--- config.mk ---
export PLATFORM = sky130hd
export DESIGN_NAME = brn_resolve_queue
export DESIGN_NICKNAME = d
export VERILOG_FILES = /design/src/rtl/bpred_pkg.sv /design/src/rtl/brn_mispredict_chk.sv /design/src/rtl/brn_resolve_queue.sv
export SDC_FILE = /design/constraint.sdc
export NUM_CORES = 1
export LEC_CHECK = 0
export BUFFER_PORTS_ARGS = -buffer_cell sky130_fd_sc_hd__buf_2
export CORE_MARGIN = 2
export CORE_UTILIZATION = 62
export DETAILED_ROUTE_END_ITERATION = 7
export PLACE_DENSITY_LB_ADDON = 0.15
export REMOVE_ABC_BUFFERS = 1
export SYNTH_ARGS = -nofsm -noshare
export SYNTH_HDL_FRONTEND = slang
export SYNTH_HIERARCHICAL = 1
export SYNTH_SLANG_ARGS = --single-unit
--- constraint.sdc ---
create_clock -name clk -period 9.9 [get_ports clk]
set_clock_uncertainty 0.15 [all_clocks]
set_input_delay 0.495 -clock clk [delete_from_list [all_inputs] [get_ports clk]]
set_output_delay 0.495 -clock clk [all_outputs]
set_load 0.03 [all_outputs]
--- src/rtl/bpred_pkg.sv ---
// Shared types for the branch resolve queue: predictor index width, queue entry, mispredict test.
package bpred_pkg;

    localparam int BP_ENTRIES = 1024;
    localparam int IDX_W      = $clog2(BP_ENTRIES);

    typedef struct packed {
        logic [IDX_W-1:0] idx;
        logic             pred_taken;
        logic [31:0]      pred_target;
        logic [31:0]      pc_plus4;
    } brn_entry_t;

    // A taken/taken pair still mispredicts when the BTB target was stale.
    function automatic logic is_mispredict(input brn_entry_t e,
                                           input logic       taken,
                                           input logic [31:0] target);
        return (e.pred_taken != taken) ||
               (e.pred_taken && taken && (e.pred_target != target));
    endfunction

endpackage

--- src/rtl/brn_mispredict_chk.sv ---
// Combinational score of the oldest entry against the resolved outcome; yields the
// mispredict flag and the PC fetch must restart from.
module brn_mispredict_chk
    import bpred_pkg::*;
(
    input  brn_entry_t  entry_i,
    input  logic        res_taken_i,
    input  logic [31:0] res_target_i,
    output logic        mispredict_o,
    output logic [31:0] redirect_pc_o
);

    assign mispredict_o  = is_mispredict(entry_i, res_taken_i, res_target_i);
    assign redirect_pc_o = res_taken_i ? res_target_i : entry_i.pc_plus4;

endmodule

--- src/rtl/brn_resolve_queue.sv ---
// In-order queue of branch predictions; pops on resolve, drives predictor update and
// redirect one cycle later, and flushes younger entries on a mispredict.
module brn_resolve_queue
    import bpred_pkg::*;
#(
    parameter int NUM_ENTRIES = BP_ENTRIES,
    parameter int DEPTH       = 4
) (
    input  logic                           clk,
    input  logic                           reset,
    input  logic                           push_valid_i,
    output logic                           push_ready_o,
    input  logic [$clog2(NUM_ENTRIES)-1:0] push_idx_i,
    input  logic                           push_pred_taken_i,
    input  logic [31:0]                    push_pred_target_i,
    input  logic [31:0]                    push_pc_plus4_i,
    input  logic                           res_valid_i,
    input  logic                           res_taken_i,
    input  logic [31:0]                    res_target_i,
    output logic                           brn_ex_mem_bpred_o,
    output logic [$clog2(NUM_ENTRIES)-1:0] brn_fdback_addr_bpred_o,
    output logic                           brn_fdback_bpred_o,
    output logic [31:0]                    brn_btb_addr_bpred_o,
    output logic                           redirect_valid_o,
    output logic [31:0]                    redirect_pc_o,
    output logic [$clog2(DEPTH):0]         count_o,
    output logic                           underflow_o
);

    localparam int AW = $clog2(DEPTH);
    localparam int PW = AW + 1;
    localparam logic [PW-1:0] PTR_ONE = 1;

    brn_entry_t                    mem_q [DEPTH];
    logic [PW-1:0]                 rd_q, wr_q, rd_d, wr_d;
    logic                          upd_vld_q, fdback_q, redir_vld_q, underflow_q;
    logic [$clog2(NUM_ENTRIES)-1:0] addr_q;
    logic [31:0]                   btb_q, redir_pc_q;

    brn_entry_t  head, push_entry;
    logic        full, empty, pop, mis, push_acc;
    logic [31:0] chk_pc;

    assign full  = (wr_q[PW-1] != rd_q[PW-1]) && (wr_q[AW-1:0] == rd_q[AW-1:0]);
    assign empty = (wr_q == rd_q);
    assign head  = mem_q[rd_q[AW-1:0]];
    assign pop   = res_valid_i && !empty;

    brn_mispredict_chk u_chk (
        .entry_i       (head),
        .res_taken_i   (res_taken_i),
        .res_target_i  (res_target_i),
        .mispredict_o  (mis),
        .redirect_pc_o (chk_pc)
    );

    // A push alongside a mispredicting pop is on the wrong path and is dropped.
    assign push_acc = push_valid_i && !full && !(pop && mis);

    always_comb begin
        push_entry.idx         = push_idx_i;
        push_entry.pred_taken  = push_pred_taken_i;
        push_entry.pred_target = push_pred_target_i;
        push_entry.pc_plus4    = push_pc_plus4_i;
    end

    always_comb begin
        rd_d = rd_q;
        wr_d = wr_q;
        if (pop && mis) begin
            rd_d = rd_q + PTR_ONE;
            wr_d = rd_q + PTR_ONE;
        end else begin
            if (push_acc) wr_d = wr_q + PTR_ONE;
            if (pop)      rd_d = rd_q + PTR_ONE;
        end
    end

    always_ff @(posedge clk) begin
        if (push_acc) mem_q[wr_q[AW-1:0]] <= push_entry;
    end

    always_ff @(posedge clk) begin
        if (reset) begin
            rd_q        <= '0;
            wr_q        <= '0;
            upd_vld_q   <= 1'b0;
            addr_q      <= '0;
            fdback_q    <= 1'b0;
            btb_q       <= '0;
            redir_vld_q <= 1'b0;
            redir_pc_q  <= '0;
            underflow_q <= 1'b0;
        end else begin
            rd_q        <= rd_d;
            wr_q        <= wr_d;
            upd_vld_q   <= pop;
            redir_vld_q <= pop && mis;
            if (pop) begin
                addr_q   <= head.idx;
                fdback_q <= res_taken_i;
            end
            if (pop && res_taken_i) btb_q      <= res_target_i;
            if (pop && mis)         redir_pc_q <= chk_pc;
            if (res_valid_i && empty) underflow_q <= 1'b1;
        end
    end

    assign push_ready_o            = !full;
    assign count_o                 = wr_q - rd_q;
    assign brn_ex_mem_bpred_o      = upd_vld_q;
    assign brn_fdback_addr_bpred_o = addr_q;
    assign brn_fdback_bpred_o      = fdback_q;
    assign brn_btb_addr_bpred_o    = btb_q;
    assign redirect_valid_o        = redir_vld_q;
    assign redirect_pc_o           = redir_pc_q;
    assign underflow_o             = underflow_q;

endmodule

==> results of run 1 <==
-- state kept, by name, indices dropped and copies added (netlist names), named ones only --
| name | flops |
|---|---|
| redirect_pc_o | 32 |
| brn_fdback_addr_bpred_o | 10 |
| rd_q | 3 |
| underflow_o | 1 |
| brn_ex_mem_bpred_o | 1 |
| redirect_valid_o | 1 |
| wr_q | 3 |
| brn_fdback_bpred_o | 1 |
| mem_q | 300 |
| brn_btb_addr_bpred_o | 32 |
-- cells in the mapped netlist, types with 2 or more instances --
cell type | instances | share of area [%]
a211oi_1 | 4 | 0.20
a21oi_1 | 78 | 2.7
and2_1 | 7 | 0.30
buf_1 | 3 | 0.077
buf_2 | 19 | 0.65
buf_4 | 7 | 0.36
clkbuf_1 | 16 | 0.41
dfxtp_1 | 86 | 12
edfxtp_1 | 300 | 61
ha_1 | 8 | 0.68
inv_1 | 5 | 0.13
mux2_1 | 2 | 0.15
mux2_2 | 30 | 2.3
mux4_2 | 75 | 11
nand2_1 | 153 | 3.9
nand4_1 | 2 | 0.085
nor2_1 | 8 | 0.20
nor4_1 | 8 | 0.34
o211ai_1 | 2 | 0.10
o21ai_1 | 2 | 0.068
xnor2_1 | 5 | 0.30
xor2_1 | 34 | 2.0
-- power breakdown --
| group | leakage, nW | internal [mW] | total, mW | switching [mW] |
|---|---|---|---|---|
| sequential | 3.44 | 2.12 | 2.26 | 0.133 |
| combinational | 2.05 | 0.568 | 1.47 | 0.902 |
| clock | 0.641 | 0.877 | 1.45 | 0.572 |
| total | 6.14 | 3.57 | 5.17 | 1.61 |
-- worst paths after layout --
kind	cells past startpoint	to	start	slack (ps)
setup / recovery	12	mem_q[0][48]	flip-flop	4570
hold reg to reg	2	brn_btb_addr_bpred_o[29]	brn_btb_addr_bpred_o[29]	300
setup reg to reg	12	mem_q[0][48]	flip-flop	4570
hold / removal	1	mem_q[0][73]	push_idx_i[8]	40
-- per-layer routing --
metal	vias to the layer above	share of wire [%]	global-route usage, %
met5	-	0	0
met3	59	6.7	4.76
li1	3707	-	-
met2	282	49	39.3
met1	4033	41	32.4
met4	0	2.7	8.62
-- area by class of cell --
class                   instances  area, µm²
diodes                          8       20.0
multi-input cells             429       3770
well taps                     319        399
inverters                       5       18.8
clock inverters                15        153
flip-flops and latches        386      10700
clock buffers                  54       1130
fillers                      1481       6090
repair buffers                208       1080
-- worst max-delay path, stage by stage, from the launching register on --
cell and delay (ps):
dfxtp_4 720, buf_4 550, mux4_2 580, xor2_1 160, nor4_1 460, nand4_1 230, o21ai_1 180, nand2b_1 120
and2_1 210, a21boi_4 150, nor2_1 250, and2_4 560, buf_4 580
-- kinds of logic after synthesis --
family / after synthesis / synth area share, %
AOI/OAI and AO/OA: 94 / 3.46
muxes: 108 / 14.0
DFF: 386 / 72.9
and+or+nand+nor: 179 / 4.87
xor gates and xnor gates: 39 / 2.32
adders and majority gates: 9 / 0.816
buffers and inverters: 50 / 1.62
-- through the flow --
| stage | util (%) | setup WS [ps] | instance area [µm²] | power, mW |
|---|---|---|---|---|
| 2_1_floorplan | - | 2250 | 14500 | 3.34 |
| 3_3_place_gp | 68.4 | 4560 | 16000 | 3.73 |
| 3_5_place_dp | 68.4 | 4480 | 16000 | 3.77 |
| 4_1_cts | 73.9 | 4470 | 17300 | 5.22 |
| 5_1_grt | 73.9 | 4170 | 17300 | 5.42 |
| 6_report | 74.0 | 4570 | 17300 | 5.17 |
==> Flow_metrics.wiki, run 1 <==
{| class="wikitable"
! Metric !! Value
|-
| Clk Tree Root Cell || clkbuf_16
|-
| I/O pin cnt || between 150 and 200
|-
| Vias/cell || approximately 5.7
|-
| Setup repair after global routing missed its margin || no
|-
| Setup-failing EPs final || 0
|-
| Total power divided by cell area || approximately 300 nW/µm²
|-
| Number of buffers added on ports || between 150 and 200
|-
| CTS-repair resized insts || 0
|-
| RD Place Congestion || 0.740
|-
| HP Class || in -> reg
|-
| Die outline area || between 20000 and 25000 µm²
|-
| Initial antenna violation count || 7
|-
| Ratio of cells with drive above 1 in the final layout || a little over a third
|-
| Count of unresolved DRC violations after routing || 0
|-
| Result of the run || finished, final reports clean
|-
| Top FF cell, synth || edfxtp_1
|-
| Fraction of the cycle the final worst path needs || 53.8%
|-
| Instance count of the mapped netlist || ~870
|-
| CP Capture Type || flip-flop
|-
| Growth of design area from synthesis to finish || 17.7%
|-
| Vias in the first global route || 8029
|-
| Dpl cells || 1347
|-
| Routed wirelength normalized by instance count || just over 20 µm
|-
| Clk Latency, worst-skew pair || approximately 520 ps
|-
| Routed Wire Length || 29400 µm
|-
| Max Transition Viols Final || 0
|-
| Max cap viols || 0
|-
| Width of the die || 158 µm
|-
| Remaining number of nets flagged by the antenna check after routing || 0
|-
| Initial cell density of the core || between 60% and 70%
|-
| Global route overflow || 0
|-
| Detailed Route Iter0 Violations || between 500 and 600
|-
| Most common library cell in the layout ignoring fill and taps || edfxtp_1
|-
| Wire length of the first global-routing pass || 44400 µm
|-
| Commonest non-fill, non-tap cells in the layout || edfxtp_1 (300), buf_2 (192), nand2_1 (153)
|-
| Post-cts hold buffer count || 0
|-
| Vias || ~8000
|-
| Total CTS buffers || 38
|-
| Maximum level of the CTS H-tree || 2
|-
| IR Drop Worst-Case VDD || 0.000208 V
|-
| TritonCTS clock tree || done
|-
| Maximum clock frequency || about 0.19 GHz
|-
| Maximum number of pins on one net before global-route repair || 73
|-
| Final Non-Filler Cells || roughly 1400
|-
| Clock-pin slew of the registers on the worst-case setup and hold paths || about 60 ps
|-
| Number of nets in the layout || 1189
|-
| Row cnt || 56
|-
| Worst path arrival time || about 5300 ps
|-
| Count of yosys warnings during synthesis || 6
|-
| Post-DP HPWL || about 18000 µm
|-
| Setup fix buffers added after clock tree synthesis || 0
|-
| Worst-case clock buffer depth || 3
|-
| Combined area of all synthesized cells || approximately 15000 µm²
|-
| First-pass iteration count of the detailed router || 5
|-
| Mean instance size in the synthesized netlist || ~17 µm²
|-
| Slew headroom || 20.8%
|-
| Core outline area || approximately 23000 µm²
|-
| Proportion of synthesized chip area in sequential cells || roughly 73%
|-
| Post-synth EDFFs || 300
|-
| TNS Setup || 0 ps
|-
| Critical path peak fanout || 39
|-
| Hold slack final || around 38 ps
|-
| Static leakage power || about 6.1 nW
|-
| Clock tree sinks || roughly 390
|-
| Vertical extent of the die || ~160 µm
|-
| Flops & latches, synth || roughly 390
|-
| Final hold violations || 0
|-
| Nature of the critical path startpoint || flip-flop
|-
| Worst Path Required || approximately 9900 ps
|-
| Tightest Pin Transition || 1180 ps
|-
| Setup Crit Path Kind || reg -> reg
|-
| Count of unique library cells instantiated by Yosys || 33
|-
| Total routing usage reported by global routing || 23.9%
|-
| Min Clock Period, post-route || 5330 ps
|-
| Async S/R FF share, synth || 0%
|}
No activity file was read; power rests on OpenSTA's default activity.
==> run 2: changes to the inputs <==
--- a/config.mk
+++ b/config.mk
@@ -7,7 +7,7 @@
 export LEC_CHECK = 0
 export BUFFER_PORTS_ARGS = -buffer_cell sky130_fd_sc_hd__buf_2
 export CORE_MARGIN = 2
-export CORE_UTILIZATION = 62
+export CORE_UTILIZATION = 52
 export DETAILED_ROUTE_END_ITERATION = 7
 export PLACE_DENSITY_LB_ADDON = 0.15
 export REMOVE_ABC_BUFFERS = 1
==> constraint.sdc (replaced) <==
create_clock -name clk -period 4.5 [get_ports clk]
set_clock_uncertainty 0.15 [all_clocks]
set_input_delay 0.225 -clock clk [delete_from_list [all_inputs] [get_ports clk]]
set_output_delay 0.225 -clock clk [all_outputs]
set_load 0.03 [all_outputs]
==> Flow_metrics.wiki, run 2 (same netlist as run 1, synthesis figures left out) <==
{| class="wikitable"
! Metric !! Value
|-
| Result of the run || finished, final reports clean
|-
| Portion of total power attributed to sequential cells || about two fifths
|-
| Hold slack final || 9.29 ps
|-
| Max stage delay on crit path || around 540 ps
|-
| Min Clock Period, post-route || around 4200 ps
|-
| Highest Signal Layer || met4
|-
| First-pass iteration count of the detailed router || 5
|-
| Max FFs per register || 300
|-
| Post-Place Worst Slack || about 300 ps
|-
| Worst path arrival time || about 4300 ps
|-
| Most common library cell in the layout ignoring fill and taps || edfxtp_1
|-
| Total power divided by cell area || approximately 630 nW/µm²
|-
| CP Capture Type || flip-flop
|-
| Clk Tree Root Cell || clkbuf_16
|-
| Vias/cell || ~5.3
|-
| Dpl cells || between 1000 and 1500
|-
| HP Class || in -> reg
|-
| Metal1 wirelength || roughly 14000 µm
|-
| Clk Latency, worst-skew pair || roughly 520 ps
|-
| Count of unresolved DRC violations after routing || 0
|-
| Fraction of the cycle the final worst path needs || approximately 93%
|-
| Net Switching || between 3 and 4 mW
|-
| Portion of total power attributed to combinational logic || 29.8%
|-
| Total CTS buffers || 40
|-
| Clock-pin slew of the registers on the worst-case setup and hold paths || around 70 ps
|-
| Growth of design area from synthesis to finish || 27.5%
|-
| TritonCTS clock tree || done
|-
| Placement Cell Area || around 16000 µm²
|-
| Tightest Pin Transition || about 1100 ps
|-
| Total buffers and inverters traversed by the critical path || 2
|-
| Most frequent CP cell || buf_12
|-
| Row cnt || 61
|-
| Summed area of non-filler cells in the final layout || about 19000 µm²
|-
| Clock power frac || 28.6%
|-
| Routed wirelength normalized by instance count || around 20 µm
|-
| Vertical extent of the die || approximately 170 µm
|-
| Die outline area || 29700 µm²
|-
| Critical path peak fanout || 26
|-
| Ratio of cells with drive above 1 in the final layout || 32.4%
|-
| Final Non-Filler Cells || ~1600
|-
| RD Place Congestion || 0.726
|-
| Clock tree sinks || around 390
|-
| Vias in the first global route || 8770
|-
| Setup Crit Path Kind || reg -> reg
|-
| Slew headroom || about a quarter
|-
| Maximum level of the CTS H-tree || 2
|-
| Final setup margin || a little over 300 ps
|-
| Global route overflow || 0
|-
| Initial cell density of the core || a little over half
|-
| Initial antenna violation count || 2
|-
| Maximum number of pins on one net before global-route repair || 55
|-
| Number of buffers added on ports || just under 200
|-
| Routed met2 length || between 15000 and 20000 µm
|-
| Total length of routed met3 wires || approximately 1400 µm
|-
| Series of cell instances along the critical path || buf_12 -> mux4_2 -> xor2_1 -> nor4_1 -> nand4_1 -> o21ai_1 -> nand2b_1 -> and2_1 -> a21boi_4 -> nor2_1 -> and2_4 -> buf_12
|-
| Slowest-stage cell, CP || dfxtp_4
|-
| I/O pin cnt || 194
|-
| Worst Path Required || between 4000 and 5000 ps
|-
| Final hold violations || 0
|-
| Setup repair after global routing missed its margin || no
|-
| Width of the die || 172 µm
|-
| Switching power share of the total || a little under a third
|-
| Post-DP HPWL || slightly above 20000 µm
|-
| Wire length of the first global-routing pass || around 50000 µm
|-
| Commonest non-fill, non-tap cells in the layout || edfxtp_1 (300), buf_2 (192), nand2_1 (153)
|-
| Max cap viols || 0
|-
| Max Transition Viols Final || 0
|-
| Worst path top cell family by delay || simple AND/OR/NAND/NOR gates
|-
| Nature of the critical path startpoint || flip-flop
|-
| Internal Power || 8.19 mW
|-
| Core outline area || between 20000 and 30000 µm²
|-
| Detailed Route Iter0 Violations || around 520
|-
| Setup fix buffers added after clock tree synthesis || 0
|-
| Vias || between 8000 and 9000
|-
| Finished Core Util || 67.4%
|-
| Number of nets in the layout || approximately 1300
|-
| Worst-case clock buffer depth || 3
|-
| IR Drop Worst-Case VDD || 0.000345 V
|-
| Remaining number of nets flagged by the antenna check after routing || 0
|-
| Maximum clock frequency || roughly 0.24 GHz
|-
| Routed Wire Length || roughly 32000 µm
|-
| Filler Cells Inserted || 1896
|-
| Setup-failing EPs final || 0
|-
| Static leakage power || 6.72 nW
|-
| CTS-repair resized insts || 0
|-
| Total routing usage reported by global routing || between 20% and 30%
|}
==> run 2: final timing paths <==
| kind | startpoint | end | slack [ps] | depth (start not counted) |
|---|---|---|---|---|
| worst max-delay path | flip-flop | mem_q[2][29] | 300 | 12 |
| worst min-delay path | reset | redirect_pc_o[17] | 9 | 2 |
| worst max register to register | flip-flop | mem_q[2][29] | 300 | 12 |
| worst min register to register | brn_btb_addr_bpred_o[14] | brn_btb_addr_bpred_o[14] | 300 | 2 |
==> run 2: stage by stage <==
| step | power (mW) | setup TNS [ps] |
|---|---|---|
| CTS | 11.9 | 0 |
| finish | 11.8 | 0 |
| global route | 12.4 | 0 |
| floorplan | 7.34 | -986120 |
| detailed placement | 8.49 | 0 |
| global placement | 8.44 | 0 |
==> run 2: power by group through the flow <==
stage | Sequential [mW] | Combinational (mW) | Clock (mW)
final | 4.93 | 3.52 | 3.38
after global routing | 5.00 | 3.84 | 3.58
after CTS | 4.94 | 3.58 | 3.44
after detailed placement | 5.00 | 3.49 | 0
after global placement | 4.98 | 3.46 | 0
after floorplan | 5.47 | 1.87 | 0
==> run 2: area by class of cell <==
| cell class | count | area [µm²] | share of cell area (%) |
|---|---|---|---|
| Multi-Input combinational cell | 429 | 3770 | 20.1 |
| Timing Repair Buffer | 333 | 2400 | 12.8 |
| Antenna cell | 2 | 5.00 | 0.0267 |
| Sequential cell | 386 | 10700 | 57.2 |
| Clock buffer | 57 | 1110 | 5.94 |
| Tap cell | 378 | 473 | 2.52 |
| Inverter | 5 | 18.8 | 0.100 |
| Clock inverter | 15 | 241 | 1.29 |
==> run 2: repair_timing <==
| item | CTS | global route |
|---|---|---|
| hold buffers | 109 | 0 |
| endpoints found under the hold margin | 342 | 0 |
| endpoints found under the setup margin | 0 | 0 |
==> run 2: per-layer routing <==
metal | global-route usage, % | up-vias
li1 | - | 3954
met1 | 30.6 | 4262
met2 | 37.9 | 243
met3 | 3.02 | 52
met4 | 6.10 | 0
met5 | 0 | -
==> run 2: worst reg2reg max path: stages, from the launching register on <==
cell      delay, ps
dfxtp_4         540
buf_12          250
mux4_2          540
xor2_1          160
nor4_1          510
nand4_1         250
o21ai_1         190
nand2b_1         90
and2_1          200
a21boi_4        150
nor2_1          230
and2_4          370
buf_12          250
